File: src/rtl/vga_timing_pkg.sv
// Mode constant sets and total-span helpers for the VGA raster timing generator.
package vga_timing_pkg;

    typedef struct packed {
        int   h_active;
        int   h_fp;
        int   h_sync;
        int   h_bp;
        int   v_active;
        int   v_fp;
        int   v_sync;
        int   v_bp;
        logic h_pol;
        logic v_pol;
    } vga_mode_t;

    localparam vga_mode_t MODE_800X600_72 = '{
        h_active: 800, h_fp: 56, h_sync: 120, h_bp: 64,
        v_active: 600, v_fp: 37, v_sync: 6,   v_bp: 23,
        h_pol: 1'b1, v_pol: 1'b1
    };

    localparam vga_mode_t MODE_640X480_60 = '{
        h_active: 640, h_fp: 16, h_sync: 96, h_bp: 48,
        v_active: 480, v_fp: 10, v_sync: 2,  v_bp: 33,
        h_pol: 1'b0, v_pol: 1'b0
    };

    function automatic int span_total(input int active, input int fp, input int sync, input int bp);
        return active + fp + sync + bp;
    endfunction

    function automatic int h_total(input vga_mode_t m);
        return span_total(m.h_active, m.h_fp, m.h_sync, m.h_bp);
    endfunction

    function automatic int v_total(input vga_mode_t m);
        return span_total(m.v_active, m.v_fp, m.v_sync, m.v_bp);
    endfunction

endpackage

File: src/rtl/pix_clk_div.sv
// Divides the system clock into a one-clk pixel strobe every PIX_DIV clocks.
module pix_clk_div #(
    parameter int PIX_DIV = 1
) (
    input  logic clk,
    input  logic rst,
    input  logic en,
    output logic pix_tick
);

    localparam int DIV_W = (PIX_DIV > 1) ? $clog2(PIX_DIV) : 1;
    localparam logic [DIV_W-1:0] DIV_LAST = DIV_W'(PIX_DIV - 1);

    if (PIX_DIV < 1) begin : g_div_chk
        $error("PIX_DIV must be at least 1");
    end

    logic [DIV_W-1:0] div_cnt;
    logic             tick_q;

    // tick_q holds its phase while en is low so a paused raster resumes exactly.
    always_ff @(posedge clk or posedge rst) begin
        if (rst) begin
            div_cnt <= '0;
            tick_q  <= 1'b0;
        end else if (en) begin
            tick_q  <= (div_cnt == DIV_LAST);
            div_cnt <= (div_cnt == DIV_LAST) ? '0 : div_cnt + DIV_W'(1);
        end
    end

    assign pix_tick = tick_q & en;

endmodule

File: src/rtl/vga_timing_gen.sv
// VGA raster timing generator: pixel divider, h/v raster counters and registered
// sync/blank/coordinate decode aligned with the counters.
module vga_timing_gen
    import vga_timing_pkg::*;
#(
    parameter int H_ACTIVE = MODE_800X600_72.h_active,
    parameter int H_FP     = MODE_800X600_72.h_fp,
    parameter int H_SYNC   = MODE_800X600_72.h_sync,
    parameter int H_BP     = MODE_800X600_72.h_bp,
    parameter int V_ACTIVE = MODE_800X600_72.v_active,
    parameter int V_FP     = MODE_800X600_72.v_fp,
    parameter int V_SYNC   = MODE_800X600_72.v_sync,
    parameter int V_BP     = MODE_800X600_72.v_bp,
    parameter bit H_POL    = MODE_800X600_72.h_pol,
    parameter bit V_POL    = MODE_800X600_72.v_pol,
    parameter int PIX_DIV  = 1,
    parameter int CNT_W    = 11,
    parameter int FRAME_W  = 8
) (
    input  logic               clk,
    input  logic               rst,
    input  logic               en,
    output logic               pix_tick,
    output logic [CNT_W-1:0]   pix_x,
    output logic [CNT_W-1:0]   pix_y,
    output logic               h_sync,
    output logic               v_sync,
    output logic               draw_active,
    output logic               line_start,
    output logic               frame_start,
    output logic [FRAME_W-1:0] frame_cnt
);

    localparam int H_TOTAL = span_total(H_ACTIVE, H_FP, H_SYNC, H_BP);
    localparam int V_TOTAL = span_total(V_ACTIVE, V_FP, V_SYNC, V_BP);

    if (H_TOTAL > 2**CNT_W || V_TOTAL > 2**CNT_W) begin : g_total_chk
        $error("H_TOTAL/V_TOTAL exceed the CNT_W counter range");
    end
    if (H_FP < 1 || H_SYNC < 1 || H_BP < 1 || V_FP < 1 || V_SYNC < 1 || V_BP < 1) begin : g_porch_chk
        $error("porch and sync widths must be at least 1");
    end

    localparam logic [CNT_W-1:0] H_LAST  = CNT_W'(H_TOTAL - 1);
    localparam logic [CNT_W-1:0] V_LAST  = CNT_W'(V_TOTAL - 1);
    localparam logic [CNT_W-1:0] H_ACT   = CNT_W'(H_ACTIVE);
    localparam logic [CNT_W-1:0] V_ACT   = CNT_W'(V_ACTIVE);
    localparam logic [CNT_W-1:0] H_SY_B  = CNT_W'(H_ACTIVE + H_FP);
    localparam logic [CNT_W-1:0] H_SY_E  = CNT_W'(H_ACTIVE + H_FP + H_SYNC);
    localparam logic [CNT_W-1:0] V_SY_B  = CNT_W'(V_ACTIVE + V_FP);
    localparam logic [CNT_W-1:0] V_SY_E  = CNT_W'(V_ACTIVE + V_FP + V_SYNC);

    pix_clk_div #(.PIX_DIV(PIX_DIV)) u_div (
        .clk      (clk),
        .rst      (rst),
        .en       (en),
        .pix_tick (pix_tick)
    );

    logic [CNT_W-1:0] h_cnt, v_cnt, h_nxt, v_nxt;
    logic             h_wrap, v_wrap, act_nxt, hs_nxt, vs_nxt;
    logic             first_q, ls_q, fs_q;

    always_comb begin
        h_wrap  = (h_cnt == H_LAST);
        v_wrap  = (v_cnt == V_LAST);
        h_nxt   = h_wrap ? '0 : h_cnt + CNT_W'(1);
        v_nxt   = v_cnt;
        if (h_wrap)
            v_nxt = v_wrap ? '0 : v_cnt + CNT_W'(1);
        act_nxt = (h_nxt < H_ACT) && (v_nxt < V_ACT);
        hs_nxt  = (h_nxt >= H_SY_B && h_nxt < H_SY_E) ? H_POL : !H_POL;
        vs_nxt  = (v_nxt >= V_SY_B && v_nxt < V_SY_E) ? V_POL : !V_POL;
    end

    // first_q suppresses the frame count on the wrap out of the reset position.
    always_ff @(posedge clk or posedge rst) begin
        if (rst) begin
            h_cnt       <= H_LAST;
            v_cnt       <= V_LAST;
            first_q     <= 1'b1;
            frame_cnt   <= '0;
            pix_x       <= '0;
            pix_y       <= '0;
            draw_active <= 1'b0;
            h_sync      <= !H_POL;
            v_sync      <= !V_POL;
            ls_q        <= 1'b0;
            fs_q        <= 1'b0;
        end else if (pix_tick) begin
            h_cnt       <= h_nxt;
            v_cnt       <= v_nxt;
            first_q     <= 1'b0;
            if (h_wrap && v_wrap && !first_q)
                frame_cnt <= frame_cnt + FRAME_W'(1);
            pix_x       <= act_nxt ? h_nxt : '0;
            pix_y       <= act_nxt ? v_nxt : '0;
            draw_active <= act_nxt;
            h_sync      <= hs_nxt;
            v_sync      <= vs_nxt;
            ls_q        <= h_wrap;
            fs_q        <= h_wrap && v_wrap;
        end else begin
            ls_q        <= 1'b0;
            fs_q        <= 1'b0;
        end
    end

    assign line_start  = ls_q & en;
    assign frame_start = fs_q & en;

endmodule

File: config.mk
export PLATFORM = sky130hd
export DESIGN_NAME = vga_timing_gen
export DESIGN_NICKNAME = d
export VERILOG_FILES = /design/src/rtl/vga_timing_pkg.sv /design/src/rtl/pix_clk_div.sv /design/src/rtl/vga_timing_gen.sv
export SDC_FILE = /design/constraint.sdc
export NUM_CORES = 1
export LEC_CHECK = 0
export BUFFER_PORTS_ARGS = -buffer_cell sky130_fd_sc_hd__buf_2
export CELL_PAD_IN_SITES_DETAIL_PLACEMENT = 1
export CELL_PAD_IN_SITES_GLOBAL_PLACEMENT = 1
export CORE_ASPECT_RATIO = 1.5
export CORE_MARGIN = 3
export CORE_UTILIZATION = 45
export CTS_CLUSTER_SIZE = 28
export DETAILED_ROUTE_END_ITERATION = 7
export PLACE_DENSITY_LB_ADDON = 0.1
export SLEW_MARGIN = 20
export SYNTH_ARGS = -nofsm -noshare
export SYNTH_HDL_FRONTEND = slang
export SYNTH_SLANG_ARGS = --single-unit
File: constraint.sdc
create_clock -name clk -period 3 [get_ports clk]
set_input_delay 0.6 -clock clk [delete_from_list [all_inputs] [get_ports clk]]
set_output_delay 0.6 -clock clk [all_outputs]
set_load 0.005 [all_outputs]
==> impl_metrics.toml <==
[die]
initial_core_util_pct = 47.0
num_rows = 38
dieArea_um2 = 8810
io_pins = 39
die_h_um = 113
die_x_um = 77.6
core_um2 = 7370

[power_and_ir_drop]
p_per_area_nw_per_um2 = 510
peakVddDrop_v = 0.000356
leakage_nw = 1.78

[clock_network]
cts_sinks = 59
path_clk_slew_ps = 70
cts_tree = "done"
clkLatencyLatePin_ps = 360
cts_buffers = 9
post_cts_buffers = 0
cts_max_level = 3
clockBufferDepth = 2
clock_tree.root_cell = "clkbuf_8"

[placement]
place_hpwl_mm = 6.82
port_buffers = 38
place_area_um2 = 3760
gp_congestion = 0.895

[grt]
antenna_found_initial = 0
grt_pass1_wl_mm = 15.4
grt_start_max_net_pins = 61
grtUsageTotal_pct = 22.6
grt_pass1_vias = 2976
grt-ovfl-total = 0

[flow_run]
drv_cap = 0

[sta]
fin_setup_tns_ps = 0
skew_ps = 12.7
hold_violations = 0
slew_violations = 0
worstMarginPinSlew_ps = 729
rsz0062_at_grt = "false"
max_freq_ghz = 0.356
setup_viol = 0
fin_crit_sh_pct = 93.5
fin_crit_ps = 2810
slew_headroom_pct = 51.4

[cells_and_area]
drive_above_1_share_pct = 25.1
finalNetCount = 411
num_antenna_cells = 0
fin_area_um2 = 3950
area_delta_synth_final_pct = 14.1

[setup_path]
reg2reg_depth = 9
cp-start-kind = "flip-flop"
worst-path-max-fanout = 15
path_cells = "ha_1 -> and4b_4 -> nand3_2 -> buf_4 -> nor4_4 -> o211ai_1 -> o31ai_4 -> buf_12 -> o31ai_1"
cp_slowest_cell = "dfstp_2"
reg2reg_to = "pix_y[3]$_DFFE_PP0P_"
crit_path_end_kind = "flip-flop"
worstPathRequired_ps = 3210
critPathKind = "reg -> reg"
rrSetupSlack_ps = 190
worstPathArrival_ps = 3010
critPathLaunch = "h_cnt[1]$_DFFE_PP1P_"
crit-reg2reg-launch = "h_cnt[1]$_DFFE_PP1P_"
critPathMaxStageDelay_ps = 590

[logic_synthesis]
synth-simple-area-share_pct = 24.3
synth_async_sr_flop_share_pct = 100
synth_fp_nets = 374
yosysUniqueCellTypes = 65
yosysSeqAreaShare_pct = 43.0
synthTopCellsByCount = "nand2_1 (64), dfrtp_1 (48), nor2_1 (19)"
synth-seq-cells = 59
synth_top_family_by_area = "simple AND/OR/NAND/NOR gates"
synth-xor-area-share_pct = 6.83
synth_most_common_cell = "nand2_1"
synth.avg_cell_area_um2 = 9.46
synthTopCellsByArea = "dfrtp_1 (35%), dfstp_2 (8.3%), nand2_1 (6.9%), xnor2_1 (4.0%), xor2_1 (2.8%)"
synthAdderAreaFrac_pct = 1.81
synth_area_um2 = 3460
synth_edf_count = 0
synth-main-ff-cell = "dfrtp_1"
synth_top_area_share_pct = 34.7
synth_top_cell_by_area = "dfrtp_1"
yosysWarnings = 0
synth_mux_area_share_pct = 1.23
synthCells = 366
synth_compound_area_share_pct = 17.1

[route]
ant_nets = 0
via_per_inst = 5.68
wl_mm = 9.28
dr.pass1.iters = 4
wl_per_cell_um = 18.3
drc = 0
drtIter0Drc = 108
num_vias = 2881

[status]
status = "complete, no violations"

[worst_hold_path]
hold_class = "in -> async"
critical path, delay by kind of cell, from the launching register on:
family                     cells  cell delay (ps)
AOI/OAI and AO/OA              3              740
buffers and inverters          2              430
adders and majority gates      1              190
and+or+nand+nor                3              690
DFF                            1              590
through the flow:
stage,hold WS (ps),utilization [%],worst slack (ps),power (mW),instances
finish,444,53.6,194,2.01,507
global placement,445,51.0,321,1.32,492
global route,497,53.6,13.3,2.13,507
detailed placement,460,51.0,186,1.33,492
floorplan,437,-,298,1.19,366
CTS,472,53.5,167,2.04,507
registers in the layout, summed over array words and instances, names as in the netlist:
name          count
pix_x            11
first_q           1
v_sync            1
h_sync            1
ls_q              1
h_cnt            11
draw_active       1
u_div.tick_q      1
pix_y            11
frame_cnt         8
fs_q              1
v_cnt            11
logic make-up (layout without fill, tap and decap cells):
| group | count (synthesis) | count (layout) |
|---|---|---|
| simple gates | 155 | 155 |
| mux | 4 | 4 |
| flops | 59 | 59 |
| xor+xnor | 27 | 27 |
| buf+inv | 38 | 79 |
| fa+ha+maj | 5 | 5 |
| compound gates | 78 | 78 |
layer usage:
layer / GRT usage, % / share of wire (%)
met1: 25.5 / 39
met2: 40.6 / 55
met3: 5.37 / 2.7
met4: 8.91 / 2.8
met5: 0 / 0
power by group:
part	switching (mW)	internal [mW]
Combinational	0.197	0.138
Clock	0.308	0.399
Sequential	0.0897	0.883
what timing repair did:
| action | in CTS | in global routing |
|---|---|---|
| endpoints found under the setup margin | 0 | 4 |
| gates resized for setup | 0 | 2 |
| hold buffers | 0 | 0 |
cell usage in the layout (no fill, tap or decap), types with 5 or more instances in the layout:
cell type	n
dfrtp_1	48
inv_1	8
a21oi_1	8
dfstp_2	11
nand3_1	15
and2_1	7
o21ai_0	17
xnor2_1	16
clkbuf_8	10
nor3_1	6
xor2_1	11
o21ai_1	8
nand2_1	63
buf_4	16
nor2_1	19
nand4_1	10
buf_2	38
o31ai_1	9
and3_1	11
ha_1	5
cell type report:
cell class	instances	area [µm²]
Fill cell	840	3420
Multi-Input combinational cell	269	1790
Sequential cell	59	1490
Timing Repair Buffer	55	330
Clock buffer	12	145
Tap cell	100	125
Clock inverter	3	40.0
Inverter	9	33.8
worst max path at each step:
stage               slack [ps]                   end
floorplan                  300  pix_x[2]$_DFFE_PP0P_
global placement           320  pix_y[3]$_DFFE_PP0P_
detailed placement         190  pix_x[9]$_DFFE_PP0P_
CTS                        170  pix_x[9]$_DFFE_PP0P_
global route                10  pix_y[3]$_DFFE_PP0P_
finish                     190  pix_y[3]$_DFFE_PP0P_
Power figures use the tool's default switching activity.
